--- src/rtl/conv_result_reader_pkg.sv ---
// Shared definitions for the convolution result read-back engine.
//   ADDR_W / DATA_W : Memory index and word widths (512 x 32 Memory)
//   MEM_DEPTH       : number of Memory words
//   rr_state_t      : read-back FSM state encoding
package conv_result_reader_pkg;

   localparam int unsigned ADDR_W    = 9;
   localparam int unsigned DATA_W    = 32;
   localparam int unsigned MEM_DEPTH = 512;

   typedef enum logic [1:0] {
      ST_IDLE  = 2'd0,
      ST_READ  = 2'd1,
      ST_DRAIN = 2'd2,
      ST_FIN   = 2'd3
   } rr_state_t;

endpackage

--- src/rtl/conv_result_reader_fifo2.sv ---
// rr_fifo2: 2-entry synchronous FIFO used as the output skid buffer.
//   clk, rst  : clock, asynchronous active-high reset (empties FIFO, head=0)
//   push, din : write din at the clock edge (ignored when full without pop)
//   pop       : drop the head entry (ignored when empty)
//   head      : current head word; holds its last value while empty
//   occupancy : number of stored entries, 0..2
module rr_fifo2
   import conv_result_reader_pkg::*;
#(
   parameter int unsigned DATA_W = conv_result_reader_pkg::DATA_W
) (
   input  logic              clk,
   input  logic              rst,
   input  logic              push,
   input  logic              pop,
   input  logic [DATA_W-1:0] din,
   output logic [DATA_W-1:0] head,
   output logic [1:0]        occupancy
);

   logic [DATA_W-1:0] head_q;
   logic [DATA_W-1:0] tail_q;
   logic [1:0]        occ_q;
   logic              do_pop;
   logic              do_push;

   assign do_pop  = pop && (occ_q != 2'd0);
   assign do_push = push && ((occ_q != 2'd2) || do_pop);

   // Head is a dedicated register rather than a pointer into storage so
   // that it keeps the last popped word while the FIFO is empty.
   always_ff @(posedge clk or posedge rst) begin
      if (rst) begin
         head_q <= '0;
         tail_q <= '0;
         occ_q  <= '0;
      end else begin
         case (occ_q)
            2'd0: begin
               if (do_push) head_q <= din;
            end
            2'd1: begin
               if (do_push && do_pop) head_q <= din;
               else if (do_push)      tail_q <= din;
            end
            default: begin
               if (do_pop) begin
                  head_q <= tail_q;
                  if (do_push) tail_q <= din;
               end
            end
         endcase
         occ_q <= occ_q + {1'b0, do_push} - {1'b0, do_pop};
      end
   end

   assign head      = head_q;
   assign occupancy = occ_q;

endmodule

--- src/rtl/conv_result_reader.sv ---
// conv_result_reader: streams a contiguous range of Memory words out on a
// valid/ready interface, acting as a read-only Memory initiator.
//   clk, rst            : clock, asynchronous active-high reset
//   start               : begin a read-back (sampled only in IDLE)
//   base_addr, count    : first word index and word count (0..512)
//   mem_index/mem_wr/mem_in/mem_out : Memory port (never writes)
//   dout, dout_valid, dout_ready    : output stream
//   busy                : high outside IDLE (top-level mux select)
//   done                : one-cycle pulse after the last word is accepted
module conv_result_reader
   import conv_result_reader_pkg::*;
#(
   parameter int unsigned ADDR_W = conv_result_reader_pkg::ADDR_W,
   parameter int unsigned DATA_W = conv_result_reader_pkg::DATA_W
) (
   input  logic              clk,
   input  logic              rst,
   input  logic              start,
   input  logic [ADDR_W-1:0] base_addr,
   input  logic [ADDR_W:0]   count,
   output logic [ADDR_W-1:0] mem_index,
   output logic              mem_wr,
   output logic [DATA_W-1:0] mem_in,
   input  logic [DATA_W-1:0] mem_out,
   output logic [DATA_W-1:0] dout,
   output logic              dout_valid,
   input  logic              dout_ready,
   output logic              busy,
   output logic              done
);

   localparam logic [ADDR_W:0] REM_ONE = 1;

   rr_state_t         state, state_nxt;
   logic [ADDR_W-1:0] addr, addr_nxt;
   logic [ADDR_W:0]   remaining, rem_nxt;
   logic [1:0]        occ;
   logic              push;
   logic              pop;

   always_ff @(posedge clk or posedge rst) begin
      if (rst) begin
         state     <= ST_IDLE;
         addr      <= '0;
         remaining <= '0;
      end else begin
         state     <= state_nxt;
         addr      <= addr_nxt;
         remaining <= rem_nxt;
      end
   end

   assign pop = dout_valid && dout_ready;

   always_comb begin
      state_nxt = state;
      addr_nxt  = addr;
      rem_nxt   = remaining;
      push      = 1'b0;
      done      = 1'b0;
      case (state)
         ST_IDLE: begin
            if (start) begin
               addr_nxt  = base_addr;
               rem_nxt   = count;
               state_nxt = (count == '0) ? ST_FIN : ST_READ;
            end
         end
         ST_READ: begin
            // A full FIFO can still take a word when its head leaves this cycle.
            push = (occ != 2'd2) || pop;
            if (push) begin
               addr_nxt = addr + 1'b1;
               rem_nxt  = remaining - 1'b1;
               if (remaining == REM_ONE) state_nxt = ST_DRAIN;
            end
         end
         ST_DRAIN: begin
            if ((occ == 2'd0) || ((occ == 2'd1) && pop)) state_nxt = ST_FIN;
         end
         ST_FIN: begin
            done      = 1'b1;
            state_nxt = ST_IDLE;
         end
      endcase
   end

   rr_fifo2 #(.DATA_W(DATA_W)) u_fifo (
      .clk       (clk),
      .rst       (rst),
      .push      (push),
      .pop       (pop),
      .din       (mem_out),
      .head      (dout),
      .occupancy (occ)
   );

   assign dout_valid = (occ != 2'd0);
   assign mem_index  = addr;
   assign mem_wr     = 1'b0;
   assign mem_in     = '0;
   assign busy       = (state != ST_IDLE);

endmodule

--- config.mk ---
export PLATFORM = sky130hd
export DESIGN_NAME = conv_result_reader
export DESIGN_NICKNAME = d
export VERILOG_FILES = /design/src/rtl/conv_result_reader_pkg.sv /design/src/rtl/conv_result_reader_fifo2.sv /design/src/rtl/conv_result_reader.sv
export SDC_FILE = /design/constraint.sdc
export NUM_CORES = 1
export LEC_CHECK = 0
export CELL_PAD_IN_SITES_DETAIL_PLACEMENT = 0
export CELL_PAD_IN_SITES_GLOBAL_PLACEMENT = 1
export CORE_ASPECT_RATIO = 1.2
export CORE_MARGIN = 1.5
export CORE_UTILIZATION = 36
export DETAILED_ROUTE_END_ITERATION = 8
export PLACE_DENSITY = 0.77
export SLEW_MARGIN = 20
export SYNTH_ARGS = -nofsm -noshare
export SYNTH_HDL_FRONTEND = slang
export SYNTH_SLANG_ARGS = --single-unit
--- constraint.sdc ---
create_clock -name clk -period 3.6 [get_ports clk]
set_clock_uncertainty 0.15 [all_clocks]
set_input_delay 0.72 -clock clk [delete_from_list [all_inputs] [get_ports clk]]
set_output_delay 0.72 -clock clk [all_outputs]
set_load 0.01 [all_outputs]
Word level (Yosys, flattened, before mapping):

Cells that the tools add are included.
Widths: inputs -> output; s select.

* add/sub/neg operators: 4
* equal/unequal tests: 13
* multiplexer cells: 22
* bitwise gates (word level): 1
* reductions and logical operators: 20

Operators with widths (number)
* $mux 32: 6
* $pmux 32 s2: 2
* $mux 10: 2
* $pmux 10 s2: 1
* $mux 9: 2
* $pmux 9 s2: 1
* $ne 2x2->1 const B: 6
* $eq 10x1->1 const B: 1
* $logic_not 10->1: 1
* $mux 2: 5
* $sub 10x1->10 const B: 1
* $add 9x1->9 const B: 1
* $reduce_and 3->1: 3
* $pmux 2 s4: 1
* $reduce_bool 2->1: 4
* $logic_and 1x1->1: 5
* $eq 2x1->1 const B: 2
* $eq 2x2->1 const B: 2
* $logic_not 2->1: 2
* $ne 2x1->1 const B: 2
* $reduce_and 4->1: 1
* $logic_or 1x1->1: 3
* $reduce_bool 3->1: 1
* $add 2x1->2: 1
* other kinds (3): 4

* bits in registers: 87
* input port bits: 55
* output and inout bits: 77
* word-level logic and storage cells: 66

Logic depth before layout (Yosys ltp):

* depth after elaboration: 8
* depth in mapped cells: 8
* depth with buffers taken out: 7

Modules after synthesis:

From an unflattened synthesis, not the netlist that was laid out.

* cells, all modules: 442
* area, all modules: 5163.7 um2

By module, submodules not included
* rr_fifo2: instances 1, cells an instance 238, area each 3414.5 um2, sequential area each 1651.6 um2
* conv_result_reader: instances 1, cells an instance 204, area each 1749.2 um2, sequential area each 525.5 um2

Worst setup path after synthesis:

Ideal clock, no wire load.

* path type: register -> register
* from: register u_fifo.occ_q[1] (netlist: u_fifo.occupancy[1])
* to: register u_fifo.occ_q[1] (netlist: u_fifo.occupancy[1])
* setup time: 0.129 ns
* data arrival time: 1.751 ns
* data required time: 3.321 ns
* setup slack: 1.570 ns
* cell stages (with the launch flop): 9
* path buffers: 1
* period minus slack after synthesis: 2.030 ns
* cells stage by stage: dfrtp_1 > buf_2 > or2_2 > and2_1 > ha_1 > inv_1 > ha_1 > xnor2_1 > xnor2_1

* cells in the longest elaborated chain, start to end: 7
* elaborated cells between the ends (all ways): 10
* classes of those cells: 2 x add/sub; 1 x eq/ne; 1 x mux; 6 x reduce/logical

RTL lines
* start: declaration: line conv_result_reader_fifo2.sv:23 `logic [1:0] occ_q;`
* start signal: assignment: line conv_result_reader_fifo2.sv:53 `occ_q <= occ_q + {1'b0, do_push} - {1'b0, do_pop};`
* $reduce_bool 2->1 *: line conv_result_reader.sv:98 `assign dout_valid = (occ != 2'd0);`
* named net dout_valid: line conv_result_reader.sv:26 `output logic dout_valid,`
* $logic_and 1x1->1: line conv_result_reader.sv:53 `assign pop = dout_valid && dout_ready;`
* $logic_or 1x1->1 / $logic_and 1x1->1 (equally long branches): line conv_result_reader.sv:71, conv_result_reader_fifo2.sv:27
* $mux 1 / $logic_or 1x1->1 (equally long branches): line conv_result_reader.sv:61, conv_result_reader_fifo2.sv:28
* $logic_and 1x1->1: line conv_result_reader_fifo2.sv:28 `assign do_push = push && ((occ_q != 2'd2) || do_pop);`
* $add 2x1->2: line conv_result_reader_fifo2.sv:53
* $sub 2x1->2 *: line conv_result_reader_fifo2.sv:53

The timed path passes the listed nets; every way through them passes the cells marked *.
A chain may end at the register's enable or synchronous reset.

Worst setup path after layout:

* from: register state[0]
* to: output busy

* cells in the longest elaborated chain, start to end: 1

RTL lines
* start: declaration: line conv_result_reader.sv:34 `rr_state_t state, state_nxt;`
* start signal: assignment: line conv_result_reader.sv:47 `state <= state_nxt;`
* $reduce_bool 2->1: line conv_result_reader.sv:102 `assign busy = (state != ST_IDLE);`
* end: declaration: line conv_result_reader.sv:28 `output logic busy,`

No other way between the ends.

==> impl_metrics.csv <==
group,metric,value,unit
route,drc,0,
clock_network,cts_max_path_buffers,2,
synth,syn_avg_cell_area,10.60,µm²
floorplan,rows,44,
clock_network,numCtsBuffers,9,
worst_hold_path,min_from,"u_fifo.tail_q[26]",
timing,finalCritPeriodShare,0.7048,
timing,tightest_slew,0.6370,ns
timing,drv_slew,0,
floorplan,coreArea,12110,µm²
synth,synth_ff_type,"dfrtp_1",
route,drt-initial-drc-count,111,
timing,finalHoldViolCount,0,
clock_network,post_cts_buffers,0,
timing,final-setup-viol-count,0,
cells_and_area,nets,580,
critical_path,worstPathArrival,1.67,ns
clock_network,cts_tree,"built",
floorplan,die_x,104.6,µm
critical_path,r2r-end,"u_fifo.tail_q[21]",
critical_path,critPathRequiredTime,2.73,ns
timing,setup_tns,0,ns
global_route,gr-max-usage-layer,"met2",
clock_network,clock_sinks,87,
route,first_pass_iters,4,
pwr,irDropWorstVdd,0.3910,mV
synth,yosysMostFrequentCell,"dfrtp_1",
synth,synth.area.top_cells,"dfrtp_1, mux2i_1, mux2_2, buf_4, a21oi_1",
pwr,power_density,930.5,nW/µm²
floorplan,initial_core_util,0.3684,
cells_and_area,drive_above_1_share,0.1212,
global_route,use_met1,0.2046,
global_route,grt_pass1_wl,16400,µm
route,viasPerCell,4.856,
global_route,grt_max_degree,65,
critical_path,reg2reg_from,"u_fifo.occupancy[1]",
floorplan,die_h,125.0,µm
worst_hold_path,hold_class,"reg -> reg",
critical_path,worstSetupEndpointType,"output port",
route,ant_nets,0,
route,avgRoutedWirePerCell,14.74,µm
timing,rsz0062_at_grt,"no",
cells_and_area,diodes,0,
clock_network,clkLatencyLatePin,0.33,ns
critical_path,start_kind,"flip-flop",
clock_network,root_buffer,"clkbuf_16",
global_route,met3_usage,0.04745,
pwr,cellLeakagePower,0.002480,µW
floorplan,dieArea,13070,µm²
cells_and_area,post-route-util,0.4755,
synth,synth.distinct_cells,45,
route,via_count,3307,
place,gp_congestion,0.7884,
place,placed_area,5485,µm²
timing,slew-limit-headroom,0.5753,
synth,synthTopCellsByCount,"dfrtp_1, a21oi_1, nor2_1",
route,routed_wl,10040,µm
timing,period_needed,2.537,ns
global_route,grt_usage,0.1556,
critical_path,path_class,"reg -> out",
critical_path,crit_chain,"inv_1 > ha_1 > inv_1 > clkdlybuf4s50_1",
clock_network,cts_hold_repair.buffers,0,
critical_path,cp_max_fo,4,
clock_network,clk_pin_slew,0.07,ns
cells_and_area,final_cell_area,5759,µm²
synth,seq_area_frac_synth,0.4879,
global_route,overflow,0,
critical_path,cpMaxStageDelayCell,"clkdlybuf4s50_1",
global_route,use_met2,0.2488,
critical_path,slowest_delay,0.52,ns
clock_network,htree_levels,3,
cells_and_area,syn_to_final_growth,29.08,%
synth,synth_edf_count,0,
timing,max_freq,0.3941,GHz
synth,synth.top_cell.area_share,0.4879,
clock_network,cts_resized,0,
synth,synth_warnings,0,
synth,post-synth-top-area-cell,"dfrtp_1",
critical_path,r2r_slack,1.20,ns
worst_hold_path,worstHoldEndpoint,"u_fifo.tail_q[26]",
global_route,first_global_vias,3316,
worst_hold_path,worstHoldPathCells,1,
synth,async_reset_ff_frac,1.000,
critical_path,path_common_cell,"inv_1",
job,drv_cap,0,
floorplan,io_pins,132,
synth,synthCells,421,
synth,synth_area,4462,µm²
place,io_buffers,98,
place,dp_hpwl,6754,µm
critical_path,r2r_cells,5,
global_route,antenna_found_initial,0,
run_status,status,"finished, final reports clean",
synth,yosys_register_bits,87,
[per-stage QoR]
step	hold WS, ns	setup slack [ns]	cells	power [µW]
2_1_floorplan	0.3140	0.4798	453	3589
3_3_place_gp	0.3259	0.8746	665	4433
3_5_place_dp	0.3401	0.8485	665	4519
4_1_cts	0.3551	1.046	681	5428
5_1_grt	0.3688	0.9763	681	5786
6_report	0.3499	1.063	681	5359
[how the worst max path moves through the flow]
stage	startpoint	endpoint	slack [ns]
floorplan	rst	mem_index[0]	0.48
global placement	dout_ready	u_fifo.tail_q[21]	0.87
detailed placement	dout_ready	u_fifo.tail_q[17]	0.85
CTS	state[0]	busy	1.05
global route	state[0]	busy	0.98
finish	state[0]	busy	1.06
[power breakdown]
group | total (µW) | switching [µW] | internal [µW]
Combinational | 2620 | 1300 | 1320
Sequential | 1870 | 366 | 1500
Clock | 867 | 396 | 472
Total | 5360 | 2060 | 3300
[state kept, by name, indices dropped and copies added, names as in the netlist]
| name | count |
|---|---|
| u_fifo.occupancy | 2 |
| state | 2 |
| u_fifo.tail_q | 32 |
| mem_index | 9 |
| remaining | 10 |
| u_fifo.head | 32 |
[final cells by class]
class / instances / area (µm²)
sequential: 87 / 2178
tap: 161 / 201.4
clock inverter: 6 / 45.04
fill: 1164 / 6352
timing repair buffer: 104 / 1039
multi-input combinational: 301 / 2021
inverter: 12 / 46.29
clock buffer: 10 / 229.0
[critical path, delay by kind of cell (launching register included)]
family / cells / cell delay [ns]
buf+inv: 3 / 0.69
flops: 1 / 0.37
fa+ha+maj: 1 / 0.26
[layer usage]
| layer | routed length (µm) | vias up |
|---|---|---|
| met5 | 0 | - |
| met4 | 102 | 0 |
| met3 | 638 | 9 |
| met2 | 4700 | 97 |
| met1 | 4597 | 1603 |
| li1 | - | 1598 |
[logic make-up (layout without fill, tap and decap cells)]
family                   after synthesis  count (layout)  share of synthesized area
AND/OR/NAND/NOR                       99              99                     0.1068
AO/OA/AOI/OAI                         87              87                     0.1200
flip-flops                            87              87                     0.4879
multiplexers                          70              70                     0.1663
buffers and inverters                 65             132                    0.08609
adder cells (fa/ha/maj)               10              10                    0.02804
XOR/XNOR                               2               2                   0.003927
other                                  1              33                  0.0008405
[placed cells by master, fill, tap and decap left out, types with 5 or more instances in the layout]
cell,count
nand3_1,8
clkbuf_16,9
nand2_1,21
ha_1,10
o21ai_0,12
dfrtp_1,86
mux2i_1,37
nor2_1,42
inv_1,11
conb_1,33
o22ai_1,9
clkdlybuf4s50_1,98
a21oi_1,48
a2bb2oi_1,5
mux2_2,31
buf_4,5
Power figures use the tool's default switching activity.
